`src/rtl/next_address_stack.sv`:
```
// Next-address unit for the hotstate microsequencer: selects the next control-word address
// from halt, switch dispatch, interrupts, jump/call, return/reti or sequential increment.
// Every output is registered; one cycle from inputs to nextadr. No backpressure; ready=0 acts as reset.
module next_address_stack #(
  parameter int ADDR_WIDTH  = 8,
  parameter int STACK_DEPTH = 4,
  parameter int NUM_IRQ     = 4
) (
  input  logic                            clk,
  input  logic                            rst,
  input  logic                            i_ready,
  input  logic                            i_hlt,
  input  logic [ADDR_WIDTH-1:0]           i_address,
  input  logic [ADDR_WIDTH-1:0]           i_jmpadr,
  input  logic                            i_jadr,
  input  logic                            i_call,
  input  logic                            i_ret,
  input  logic                            i_reti,
  input  logic                            i_switch_active,
  input  logic [ADDR_WIDTH-1:0]           i_switch_adr,
  input  logic                            i_irq_en,
  input  logic [NUM_IRQ-1:0]              i_irq_req,
  input  logic [NUM_IRQ*ADDR_WIDTH-1:0]   i_irq_vec,
  output logic [ADDR_WIDTH-1:0]           o_nextadr,
  output logic [NUM_IRQ-1:0]              o_irq_ack,
  output logic                            o_in_isr,
  output logic [$clog2(STACK_DEPTH+1)-1:0] o_depth,
  output logic                            o_overflow,
  output logic                            o_underflow
);

  localparam int DW = $clog2(STACK_DEPTH + 1);
  localparam int IW = (STACK_DEPTH > 1) ? $clog2(STACK_DEPTH) : 1;

  logic [ADDR_WIDTH-1:0] r_nextadr;
  logic [ADDR_WIDTH-1:0] r_stack [STACK_DEPTH];
  logic [DW-1:0]         r_depth;
  logic [NUM_IRQ-1:0]    r_pending;
  logic [NUM_IRQ-1:0]    r_irq_ack;
  logic                  r_in_isr;
  logic                  r_overflow;
  logic                  r_underflow;

  logic [ADDR_WIDTH-1:0] w_seq;
  logic                  w_full;
  logic                  w_empty;
  logic                  w_take;
  logic [IW-1:0]         w_push_idx;
  logic [IW-1:0]         w_pop_idx;
  logic [NUM_IRQ-1:0]    w_win_oh;
  logic [ADDR_WIDTH-1:0] w_win_vec;
  logic [ADDR_WIDTH-1:0] w_nxt_adr;
  logic                  w_push;
  logic                  w_pop;
  logic                  w_isr_nxt;
  logic [NUM_IRQ-1:0]    w_ack_nxt;
  logic [NUM_IRQ-1:0]    w_clr;
  logic                  w_ovf_set;
  logic                  w_udf_set;

  assign w_seq      = i_address + ADDR_WIDTH'(1);
  assign w_full     = (r_depth == DW'(STACK_DEPTH));
  assign w_empty    = (r_depth == '0);
  assign w_push_idx = IW'(r_depth);
  assign w_pop_idx  = IW'(r_depth - DW'(1));

  // Any explicit control strobe suppresses interrupt entry; halt is handled by priority below.
  assign w_take = i_irq_en & ~r_in_isr & (|r_pending) & ~w_full &
                  ~i_jadr & ~i_ret & ~i_reti & ~i_switch_active;

  // Lowest-index pending channel wins: scan downward so the last hit is the lowest index.
  always_comb begin
    w_win_oh  = '0;
    w_win_vec = '0;
    for (int i = NUM_IRQ - 1; i >= 0; i--) begin
      if (r_pending[i]) begin
        w_win_oh    = '0;
        w_win_oh[i] = 1'b1;
        w_win_vec   = i_irq_vec[i*ADDR_WIDTH +: ADDR_WIDTH];
      end
    end
  end

  // Priority selection of next address and the stack/interrupt side effects it implies.
  always_comb begin
    w_nxt_adr = w_seq;
    w_push    = 1'b0;
    w_pop     = 1'b0;
    w_isr_nxt = r_in_isr;
    w_ack_nxt = '0;
    w_clr     = '0;
    w_ovf_set = 1'b0;
    w_udf_set = 1'b0;
    if (i_hlt) begin
      w_nxt_adr = i_address;
    end else if (i_switch_active) begin
      w_nxt_adr = i_switch_adr;
    end else if (w_take) begin
      w_push    = 1'b1;
      w_nxt_adr = w_win_vec;
      w_isr_nxt = 1'b1;
      w_clr     = w_win_oh;
      w_ack_nxt = w_win_oh;
    end else if (i_jadr) begin
      w_nxt_adr = i_jmpadr;
      if (i_call) begin
        if (!w_full) w_push = 1'b1;
        else         w_ovf_set = 1'b1;
      end
    end else if (i_reti || i_ret) begin
      if (i_reti) w_isr_nxt = 1'b0;
      if (!w_empty) begin
        w_pop     = 1'b1;
        w_nxt_adr = r_stack[w_pop_idx];
      end else begin
        w_udf_set = 1'b1;
      end
    end
  end

  // Register state; rst and ready=0 both clear everything except stack contents.
  always_ff @(posedge clk) begin
    if (rst || !i_ready) begin
      r_nextadr   <= '0;
      r_depth     <= '0;
      r_pending   <= '0;
      r_in_isr    <= 1'b0;
      r_irq_ack   <= '0;
      r_overflow  <= 1'b0;
      r_underflow <= 1'b0;
    end else begin
      r_nextadr   <= w_nxt_adr;
      r_pending   <= (r_pending | i_irq_req) & ~w_clr;
      r_in_isr    <= w_isr_nxt;
      r_irq_ack   <= w_ack_nxt;
      r_overflow  <= r_overflow | w_ovf_set;
      r_underflow <= r_underflow | w_udf_set;
      if (w_push) begin
        r_stack[w_push_idx] <= w_seq;
        r_depth             <= r_depth + DW'(1);
      end else if (w_pop) begin
        r_depth <= r_depth - DW'(1);
      end
    end
  end

  assign o_nextadr   = r_nextadr;
  assign o_irq_ack   = r_irq_ack;
  assign o_in_isr    = r_in_isr;
  assign o_depth     = r_depth;
  assign o_overflow  = r_overflow;
  assign o_underflow = r_underflow;

endmodule

```
`config.mk`:
```
export PLATFORM = sky130hd
export DESIGN_NAME = next_address_stack
export DESIGN_NICKNAME = d
export VERILOG_FILES = /design/src/rtl/next_address_stack.sv
export SDC_FILE = /design/constraint.sdc
export NUM_CORES = 1
export LEC_CHECK = 0
export BUFFER_PORTS_ARGS = -buffer_cell sky130_fd_sc_hd__buf_4
export CORE_MARGIN = 3
export CORE_UTILIZATION = 51
export DETAILED_ROUTE_END_ITERATION = 16
export PLACE_DENSITY = 0.8
export SLEW_MARGIN = 20
export SYNTH_ARGS = -nofsm -noshare
export SYNTH_HDL_FRONTEND = slang
export SYNTH_SLANG_ARGS = --single-unit
```
`constraint.sdc`:
```
create_clock -name clk -period 2.6 [get_ports clk]
set_clock_uncertainty 0.05 [all_clocks]
set_input_delay 0.52 -clock clk [delete_from_list [all_inputs] [get_ports clk]]
set_output_delay 0.52 -clock clk [all_outputs]
set_load 0.01 [all_outputs]
```
==> Word-level counts from Yosys, hierarchy flattened <==
Memory sizes are Yosys's and may differ from the RTL's.
Index checks and enable logic that the tools add are counted.
{ "totals": {"mem_count": 1, "regBits": 22, "inputBits": 70, "rom_bits": 0, "latchBits": 0, "mem_bits_rw": 32, "output_inout_bits": 18} }
{ "mem_list": {"columns": ["memory", "words", "width", "read_ports", "rd_ports_with_merged_regs", "write_ports", "line", "text"], "rows": [
  ["r_stack", 4, 8, 1, 0, 1, "36", "logic [ADDR_WIDTH-1:0] r_stack [STACK_DEPTH];"]
]} }
{ "op_classes": {"div_mod_pow": 0, "add_sub_neg": 3, "multipliers": 0, "eq_ne": 2, "mux": 50, "n_reduce_logical": 9, "bitwise": 19, "shifts": 0, "magnitude_cmp": 0} }
{ "ops": {"columns": ["op", "n"], "rows": [
  ["2-to-1 mux 8 bit", 10],
  ["2-to-1 mux 1 bit", 31],
  ["2-to-1 mux 4 bit", 7],
  ["adder 8 x 1 -> 8 bit (second input constant)", 1],
  ["AND 1 bit", 7],
  ["inverter 1 bit", 7],
  ["2-to-1 mux 3 bit", 2],
  ["nonzero test 2 bit", 3],
  ["AND reduction 5 bit", 1],
  ["AND 4 bit", 1],
  ["inverter 4 bit", 1],
  ["bitwise OR 4 bit", 1],
  ["OR reduction 4 bit", 1],
  ["adder 3 x 1 -> 3 bit (second input constant)", 1],
  ["== test 3 bit (second input constant)", 1],
  ["logical NOT 3 bit", 1],
  ["subtractor 3 x 1 -> 3 bit (second input constant)", 1],
  ["logical OR 1 bit", 2],
  ["!= test 2 x 1 -> 1 bit (second input constant)", 1],
  ["bitwise OR 1 bit", 2],
  ["logical NOT 1 bit", 1]
]} }

==> Depth between registers and ports, before layout <==
Gate-level depths: netlist (run 1).
{ "logic_depth": {"ltp_word": 14, "ltp_mapped": 9, "ltp_nobuf": 7} }

==> Worst setup path before layout (run 1) <==
No wires, ideal clock.
{ "synth_timing": {"path_kind": "register to register", "start": "register r_depth[0] (netlist: o_depth[0])", "end": "memory r_stack[0][0], enable pin", "t_arrival_ns": 2.022, "period_less_slack_ns": 2.404, "setup_time_ns": 0.332, "stages_incl_launch_ff": 9, "required_ns": 2.218, "path_slack_ns": 0.196, "path_cell_list": "dfxtp_1 buf_2 inv_1 ha_1 nand2_1 nand4_1 buf_2 a21oi_1 and2_1"} }
{ "synth_via": {"elab_chain_cells": 13} }
{ "synth_lines": {"columns": ["item", "line", "text"], "rows": [
  ["from (decl)", "37", "logic [DW-1:0] r_depth;"],
  ["from (signal assigned)", "140", "r_depth <= r_depth + DW'(1);"],
  ["from (signal assigned)", "142", "r_depth <= r_depth - DW'(1);"],
  ["== test 3 bit", "62", "assign w_full = (r_depth == DW'(STACK_DEPTH));"],
  ["inverter 1 bit", "68", "assign w_take = i_irq_en & ~r_in_isr & (|r_pending) & ~w_full &"],
  ["AND 1 bit (2 in a row)", "68", null],
  ["AND 1 bit (3 in a row)", "69", "~i_jadr & ~i_ret & ~i_reti & ~i_switch_active;"],
  ["2-to-1 mux 1 bit", "98", "end else if (w_take) begin"],
  ["2-to-1 mux 1 bit", "96", "end else if (i_switch_active) begin"],
  ["2-to-1 mux 1 bit", "94", "if (i_hlt) begin"],
  ["2-to-1 mux 1 bit", "138", "if (w_push) begin"],
  ["2-to-1 mux 1 bit", "123", "if (rst || !i_ready) begin"],
  ["2-to-1 mux 1 bit (implied by the code)", "139", "r_stack[w_push_idx] <= w_seq;"],
  ["to (decl)", "36", null]
]} }
Parallel ways exist; a longest one is shown, timed or not.

==> Worst setup path in the final report (run 1) <==
{ "layout_timing": {"start": "register r_depth[1] (netlist: o_depth[1])", "end": "memory r_stack[2][4], enable pin"} }
The elaborated chain is that of the path after synthesis.

==> impl_metrics.toml, run 1 <==
[final_layout]
nFillCells = 413
utilization_pct = 69.1
multi_input_area_sq_um = 1260
final_nets = 409
final_common_cell = "buf_4"
antenna_cells = 0
syn2layout_area_growth_pct = 29.8
layout.area.seq_sq_um = 1400
final_cell_mix = "buf_4 (93), edfxtp_1 (32), dfxtp_1 (22)"
layoutNonFillerInstCount = 404
drive_gt1_share_pct = 34.4

[logic_synthesis]
syn_area_sq_um = 2740
synth_edf_count = 32
syn_inst = 246
yosysSeqAreaShare_pct = 51.2
ys_seq_elements = 54
synth.avg_cell_area_sq_um = 11.1
synth.distinct_cells = 45
async_flop_share_pct = 0
ys.flop_type = "edfxtp_1"
syn_nets = 322
ys_warn_count = 0

[timing]
drv_slew = 0
final_period_minus_worst_setup_slack_ns = 2.26
slew_headroom_pct = 57.7
fin_crit_sh_pct = 87.1
tightest_slew_ns = 0.633
final_hold_viol_count = 0
setup_viol = 0
fmax_ghz = 0.442
rsz0062_at_grt = "no"
finalSetupTns_ns = 0

[job]
maxCapViolations = 0

[floorplanning]
design.core.area_sq_um = 5140
design.die.area_sq_um = 6280
start_util_pct = 53.2
die_x_microns = 79.3
io_pins = 88
die_h_microns = 79.3
rows = 26

[power_and_ir_drop]
vdd_drop_max_mv = 0.361
pwr_density_cell_nw_per_um2 = 467
p_leak_nw = 1.37

[placed_design]
dp_cells = 396
place.gp.congestion = 0.961
io_buffer_count = 87
place_hpwl_microns = 6200

[drt]
drt-initial-drc-count = 271
ant_nets = 0
remaining_drc_errors = 0
drt-vias-per-instance = 6.35
firstDrtPassIters = 5
num_vias = 2566
wl_per_cell_microns = 19.6
drt_wl_total_microns = 7910

[clocking]
htreeDepth = 2
root_buffer = "clkbuf_8"
cts_resized = 0
hold_buffers = 0
path_clk_slew_ns = 0.10
cts_inserted_buffers = 5
clockBufferDepth = 2
cts_tree = "done"
cts_sinks = 54
clkLatencyLatePin_ns = 0.31
post_cts_buffers = 0

[worst_setup_path]
critPathKind = "reg -> reg"
startpoint_type = "flip-flop"
crit_slowest_cell = "and2_1"
cp_num_buf_inv = 1
critPathMaxFanout = 8
critPathTopFamily = "simple AND/OR/NAND/NOR gates"
cp_cell_sequence = "inv_1 > ha_1 > nand2_1 > nand4_1 > a21oi_1 > and2_1"
slowest_delay_ns = 0.45
crit_arrival_ns = 2.18
required_ns = 2.52
end_kind = "flip-flop"

[grt]
grt_pass1_vias = 2435
grt_pass1_wl_microns = 12200
grt_max_degree = 18
antenna_found_initial = 0
grt-ovfl-total = 0
grt_usage_pct = 25.6

[min_path]
hold_class = "reg -> reg"

[status]
status = "complete, no violations"
-- cells by family (layout without fill, tap and decap cells) --
| kind of cell | after synthesis | in the layout | synth area share [%] |
|---|---|---|---|
| mux | 8 | 8 | 6.58 |
| fa+ha+maj | 6 | 6 | 2.74 |
| compound gates | 70 | 70 | 18.2 |
| buf+inv | 18 | 106 | 2.88 |
| flops | 54 | 54 | 51.2 |
| simple gates | 82 | 82 | 15.9 |
| xor+xnor | 8 | 8 | 2.56 |
-- where the power goes --
part / switching [W] / internal [W] / total (W)
Combinational: 0.000127 / 0.000133 / 0.000260
Clock: 0.000281 / 0.000190 / 0.000471
Sequential: 0.00000803 / 0.000919 / 0.000927
Total: 0.000416 / 0.00124 / 0.00166
-- final timing paths --
path,startpoint,endpoint,slack (ns),cells past startpoint
worst max-delay path,o_depth[1],r_stack[2][4],0.34,6
worst min-delay path,o_overflow,o_overflow,0.43,2
worst max register to register,o_depth[1],r_stack[2][4],0.34,6
worst min register to register,o_overflow,o_overflow,0.43,2
-- per-stage QoR --
| stage | setup slack, ns | hold WS, ns | instance area [sq um] | total power [W] |
|---|---|---|---|---|
| floorplan | 0.196 | 0.394 | 2740 | 0.00106 |
| global placement | 0.344 | 0.415 | 3460 | 0.00120 |
| detailed placement | 0.252 | 0.416 | 3460 | 0.00120 |
| CTS | 0.386 | 0.443 | 3550 | 0.00166 |
| global route | 0.171 | 0.471 | 3550 | 0.00172 |
| finish | 0.336 | 0.433 | 3550 | 0.00166 |
-- worst reg2reg max path: stages, from the launching register on --
cell and delay (ns):
dfxtp_1 0.41, inv_1 0.12, ha_1 0.24, nand2_1 0.19, nand4_1 0.14, a21oi_1 0.31
and2_1 0.45
-- flip-flops by register name (all words and copies together) (netlist names) --
register,flops
r_pending,4
o_in_isr,1
o_overflow,1
o_irq_ack,4
o_underflow,1
o_depth,3
r_stack,32
o_nextadr,8
-- metal layers --
| metal | up-vias | part of all wire, % | track usage, % |
|---|---|---|---|
| met2 | 174 | 51 | 43.4 |
| met5 | - | 0 | 0 |
| li1 | 1139 | - | - |
| met1 | 1236 | 38 | 33.3 |
| met3 | 17 | 9.1 | 4.76 |
| met4 | 0 | 1.8 | 7.90 |
-- cell usage after synthesis, types with 3 or more instances --
cell | n | share of area [%]
a211oi_1 | 4 | 1.1
a21oi_1 | 8 | 1.5
a221o_1 | 3 | 1.1
a221oi_1 | 12 | 3.8
a22oi_1 | 3 | 0.82
a31oi_1 | 5 | 1.1
and2_1 | 5 | 1.1
and3_1 | 4 | 0.91
and4_1 | 3 | 0.96
buf_2 | 3 | 0.55
clkbuf_1 | 8 | 1.1
dfxtp_1 | 22 | 16
edfxtp_1 | 32 | 35
ha_1 | 6 | 2.7
inv_1 | 4 | 0.55
mux4_2 | 8 | 6.6
nand2_1 | 18 | 2.5
nand2b_1 | 6 | 1.4
nand3_1 | 8 | 1.5
nand4_1 | 3 | 0.69
nor2_1 | 16 | 2.2
nor2b_1 | 5 | 1.1
nor3_1 | 4 | 0.73
nor4_1 | 3 | 0.69
o21ai_0 | 14 | 2.6
o221ai_1 | 3 | 0.96
o22ai_1 | 9 | 2.1
or2_2 | 3 | 0.69
xnor2_1 | 6 | 1.9
-- area by class of cell --
| class | instances | area share, % |
|---|---|---|
| Timing Repair Buffer | 93 | 19.7 |
| Inverter | 5 | 0.529 |
| Tap cell | 70 | 2.47 |
| Multi-Input combinational cell | 174 | 35.4 |
| Sequential cell | 54 | 39.5 |
| Clock inverter | 3 | 0.564 |
| Clock buffer | 5 | 1.94 |
No activity file was read; power rests on OpenSTA's default activity.
==> run 2: changes to the inputs <==
Settings changed: GPL_TIMING_DRIVEN set to 0.
==> run 2 against run 1 <==
- non-clock buffer count up 9
- worst hold slack worse by 0.0053 ns
- via count up 0.12%
- register-to-register slack worse by 0.17 ns
- first-iteration DRC count up 31%
- clock-buffer cell count unchanged
- design area up 2.3%
- critical endpoint is now o_nextadr[7]
- largest power group unchanged
==> impl_metrics.toml, run 2 (synthesized netlist as in run 1, its figures left out) <==
[status]
status = "complete, no violations"

[grt]
grt-ovfl-total = 0
grt_max_degree = 19
antenna_found_initial = 0
grt_pass1_vias = 2433
grt_usage_pct = 25.7
grt_pass1_wl_microns = 12400

[worst_setup_path]
crit_arrival_ns = 2.59
crit_slowest_cell = "nor3_2"
critPathMaxFanout = 10
slowest_delay_ns = 0.46
r2r_cells = 8
cp_cell_sequence = "buf_6 > inv_1 > ha_1 > nor2b_1 > nor3_2 > a221o_1 > a211oi_1 > nor4_1"
critPathKind = "reg -> reg"
end_kind = "flip-flop"
required_ns = 2.75
timing.rr.end = "o_nextadr[7]"
startpoint_type = "flip-flop"
crit-reg2reg-launch = "o_depth[0]"
rrSetupSlack_ns = 0.16

[clocking]
cts_tree = "done"
htreeDepth = 2
clkLatencyLatePin_ns = 0.31
root_buffer = "clkbuf_8"
path_clk_slew_ns = 0.10
cts_sinks = 54
cts_inserted_buffers = 5
clockBufferDepth = 2

[drt]
num_vias = 2569
firstDrtPassIters = 5
remaining_drc_errors = 0
ant_nets = 0
drt-initial-drc-count = 356
drt-vias-per-instance = 6.22
wl_per_cell_microns = 19.3
drt_wl_total_microns = 7970

[final_layout]
layout.area.seq_sq_um = 1400
final_cell_mix = "buf_4 (89), edfxtp_1 (32), dfxtp_1 (22)"
utilization_pct = 70.7
final_nets = 418
largest_register_ffs = 32
top_register = "r_stack"
antenna_cells = 0
layoutNonFillerInstCount = 413
syn2layout_area_growth_pct = 32.7
multi_input_area_sq_um = 1270
final_common_cell = "buf_4"
nFillCells = 408
drive_gt1_share_pct = 35.9

[floorplanning]
rows = 26
die_h_microns = 79.3
io_pins = 88
start_util_pct = 53.2
design.core.area_sq_um = 5140
die_x_microns = 79.3
design.die.area_sq_um = 6280

[placed_design]
dp_slack_ns = -0.304
dp_cells = 403
io_buffer_count = 87
place.gp.congestion = 0.898
place_hpwl_microns = 6110

[power_and_ir_drop]
pwr_density_cell_nw_per_um2 = 491
vdd_drop_max_mv = 0.347
p_leak_nw = 1.40

[min_path]
hold_depth = 3
worstHoldStart = "i_irq_req[0]"
whs_endpoint = "r_pending[0]"
hold_class = "in -> reg"

[timing]
setup_slack_ns = 0.165
drv_slew = 0
slew_headroom_pct = 47.5
tightest_slew_ns = 0.784
final_period_minus_worst_setup_slack_ns = 2.44
fmax_ghz = 0.411
fin_crit_sh_pct = 93.7
setup_viol = 0
whs_ns = 0.428
final_hold_viol_count = 0

[job]
maxCapViolations = 0
[run 2: how the worst max path moves through the flow]
stage                    start            end  cells after the start
floorplan           o_depth[0]  r_stack[0][0]                      8
global placement    o_depth[0]  r_stack[3][5]                      8
detailed placement  o_depth[0]  r_stack[1][4]                      8
CTS                 o_depth[0]  r_stack[1][4]                      8
global route        o_depth[0]  r_stack[3][5]                      8
finish              o_depth[0]   o_nextadr[7]                      8
[run 2: layout make-up]
class	instances	share of cell area, %
multi-input cells	174	35.0
well taps	70	2.41
repair buffers	89	18.4
plain buffers	13	1.86
clock inverters	3	1.31
inverters	5	0.517
flip-flops and latches	54	38.6
clock buffers	5	1.89
[run 2: power breakdown]
group	switching [W]	internal [W]	leakage (nW)	total [W]
sequential	0.00000648	0.000919	0.467	0.000925
combinational	0.000131	0.000134	0.873	0.000265
clock	0.000297	0.000294	0.0591	0.000592
total	0.000435	0.00135	1.40	0.00178
[run 2: critical path, delay by kind of cell (launching register included)]
family | cells | cell delay (ns)
simple gates | 3 | 1.01
flops | 1 | 0.41
buf+inv | 2 | 0.29
compound gates | 2 | 0.29
fa+ha+maj | 1 | 0.26
[run 2: routing by layer]
layer  global-route usage [%]  vias to the layer above  part of all wire [%]
met2                     42.3                      162                    49
met4                     7.39                        0                   1.9
met5                        0                        -                     0
li1                         -                     1163                     -
met1                     35.0                     1223                    39
met3                     4.31                       21                   9.8
[run 2: what timing repair did]
item | in CTS | in global routing
endpoints found under the setup margin | 36 | 38
hold buffers | 0 | 0
setup buffers | 0 | 2
gates resized for setup | 5 | 8
pin swaps | 0 | 1
[run 2: stage by stage]
stage                     power (W)  area [sq um]  setup TNS, ns
after floorplan             0.00106          2740              0
after global placement      0.00120          3480          -7.83
after detailed placement    0.00120          3480          -9.46
after CTS                   0.00178          3600          -1.28
after global routing        0.00185          3630        -0.0307
final                       0.00178          3630              0
==> run 3: changes to the inputs <==
Settings changed: CTS_BUF_LIST set to sky130_fd_sc_hd__clkbuf_16.
==> run 3 against run 2 <==
- die area stayed put
- largest power group unchanged
- final cell count did not move
- worst hold slack gained 0.0066 ns
- sequential share of layout area decreased by 0.59 points
==> impl_metrics.toml, run 3 (synthesized netlist as in run 1, its figures left out) <==
[placed_design]
place.gp.congestion = 0.898
dp_slack_ns = -0.304
placed_area_sq_um = 3480
io_buffer_count = 87
place_hpwl_microns = 6110

[clocking]
cts_tree = "done"
htreeDepth = 2
path_clk_slew_ns = 0.07
clockBufferDepth = 2
cts_inserted_buffers = 5
cts_sinks = 54
root_buffer = "clkbuf_16"
clkLatencyLatePin_ns = 0.30

[floorplanning]
design.core.area_sq_um = 5140
die_x_microns = 79.3
rows = 26
die_h_microns = 79.3
io_pins = 88
design.die.area_sq_um = 6280
start_util_pct = 53.2

[power_and_ir_drop]
pwr_density_cell_nw_per_um2 = 536
netSwitchingFraction_pct = 23.3
p_leak_nw = 1.42
p_sw_w = 0.000462
pwr-share-comb_pct = 13.5
pwr-share-clk_pct = 39.7
p_total_w = 0.00198
power_frac_seq_pct = 46.8
internal-power_w = 0.00152
vdd_drop_max_mv = 0.343

[job]
maxCapViolations = 0

[timing]
rsz0062_at_grt = "no"
final_hold_viol_count = 0
setup_viol = 0
fmax_ghz = 0.409
tightest_slew_ns = 0.761
final_period_minus_worst_setup_slack_ns = 2.44
drv_slew = 0
whs_ns = 0.434
slew_headroom_pct = 49.1
setup_slack_ns = 0.157
fin_crit_sh_pct = 94.0

[final_layout]
final_cell_mix = "buf_4 (89), edfxtp_1 (32), dfxtp_1 (22)"
largest_register_ffs = 32
final_nets = 418
nFillCells = 397
top_register = "r_stack"
syn2layout_area_growth_pct = 34.8
final_common_cell = "buf_4"
multi_input_area_sq_um = 1270
utilization_pct = 71.8
layout.area.seq_sq_um = 1400
drive_gt1_share_pct = 35.9
antenna_cells = 0
design_area_sq_um = 3690

[worst_setup_path]
startpoint_type = "flip-flop"
end_kind = "flip-flop"
critPathMaxFanout = 10
crit_start = "o_depth[0]"
crit_arrival_ns = 2.39
r2r_cells = 8
cp-endpoint = "r_stack[1][4]"
timing.rr.end = "r_stack[1][4]"
required_ns = 2.55
rrSetupSlack_ns = 0.16
critPathKind = "reg -> reg"
crit-reg2reg-launch = "o_depth[0]"

[drt]
ant_nets = 0
firstDrtPassIters = 6
remaining_drc_errors = 0
drt_wl_total_microns = 8070
drt-vias-per-instance = 6.20
wl_per_cell_microns = 19.5
num_vias = 2561
drt-initial-drc-count = 407

[grt]
grt-ovfl-total = 0
antenna_found_initial = 0
grt_pass1_wl_microns = 12600
grt_pass1_vias = 2426
grt_max_degree = 19
grt_usage_pct = 26.2

[min_path]
worstHoldStart = "o_overflow"
hold_class = "reg -> reg"

[status]
status = "complete, no violations"
==> run 3: changes by cell type in the layout (fill, tap and decap cells not counted) <==
| cell | delta |
|---|---|
| clkbuf_16 | +5 |
| clkbuf_8 | -5 |
==> run 3: repair_timing <==
item / 4_1_cts / 5_1_grt
buffers inserted: 0 / 2
hold buffers: 0 / 0
endpoints found under the setup margin: 36 / 38
pin swaps: 0 / 1
resized for setup: 10 / 3
==> run 3: cell type report <==
type,instances,area share [%]
tap,70,2.37
multi-input combinational,174,34.5
clock inverter,3,1.29
timing repair buffer,89,18.1
inverter,5,0.509
buffer,13,1.83
clock buffer,5,3.39
sequential,54,38.0
==> run 3: metrics by stage <==
step | TNS [ns] | std cells
4_1_cts | 0 | 411
3_3_place_gp | -7.83 | 403
5_1_grt | 0 | 413
3_5_place_dp | -9.46 | 403
2_1_floorplan | 0 | 246
6_report | 0 | 413
==> run 3: routing by layer <==
metal / GRT usage [%] / up-vias / wire, microns
met4: 6.53 / 0 / 120
met1: 35.8 / 1215 / 3090
met2: 42.8 / 173 / 3960
li1: - / 1158 / -
met5: 0 / - / 0
met3: 5.22 / 15 / 901
==> run 3: power groups by stage <==
stage,clock network [W],logic (W),registers (W)
2_1_floorplan,0,0.000115,0.000947
3_3_place_gp,0,0.000253,0.000944
3_5_place_dp,0,0.000258,0.000945
4_1_cts,0.000788,0.000260,0.000925
5_1_grt,0.000824,0.000287,0.000926
6_report,0.000786,0.000266,0.000925
==> run 3: worst min path at each step <==
stage / depth (start not counted) / endpoint / slack, ns
after global routing: 2 / o_irq_ack[3] / 0.46
after detailed placement: 2 / o_underflow / 0.41
after global placement: 2 / o_overflow / 0.41
after CTS: 2 / o_overflow / 0.44
after floorplan: 2 / o_irq_ack[3] / 0.39
final: 2 / o_overflow / 0.43
==> run 3: worst max-delay path, cell delays in order (launching register included) <==
cell     delay [ns]
dfxtp_1        0.40
buf_6          0.20
inv_1          0.09
ha_1           0.26
nand2_2        0.15
nand4_1        0.20
buf_2          0.27
a21oi_2        0.24
and2_4         0.27
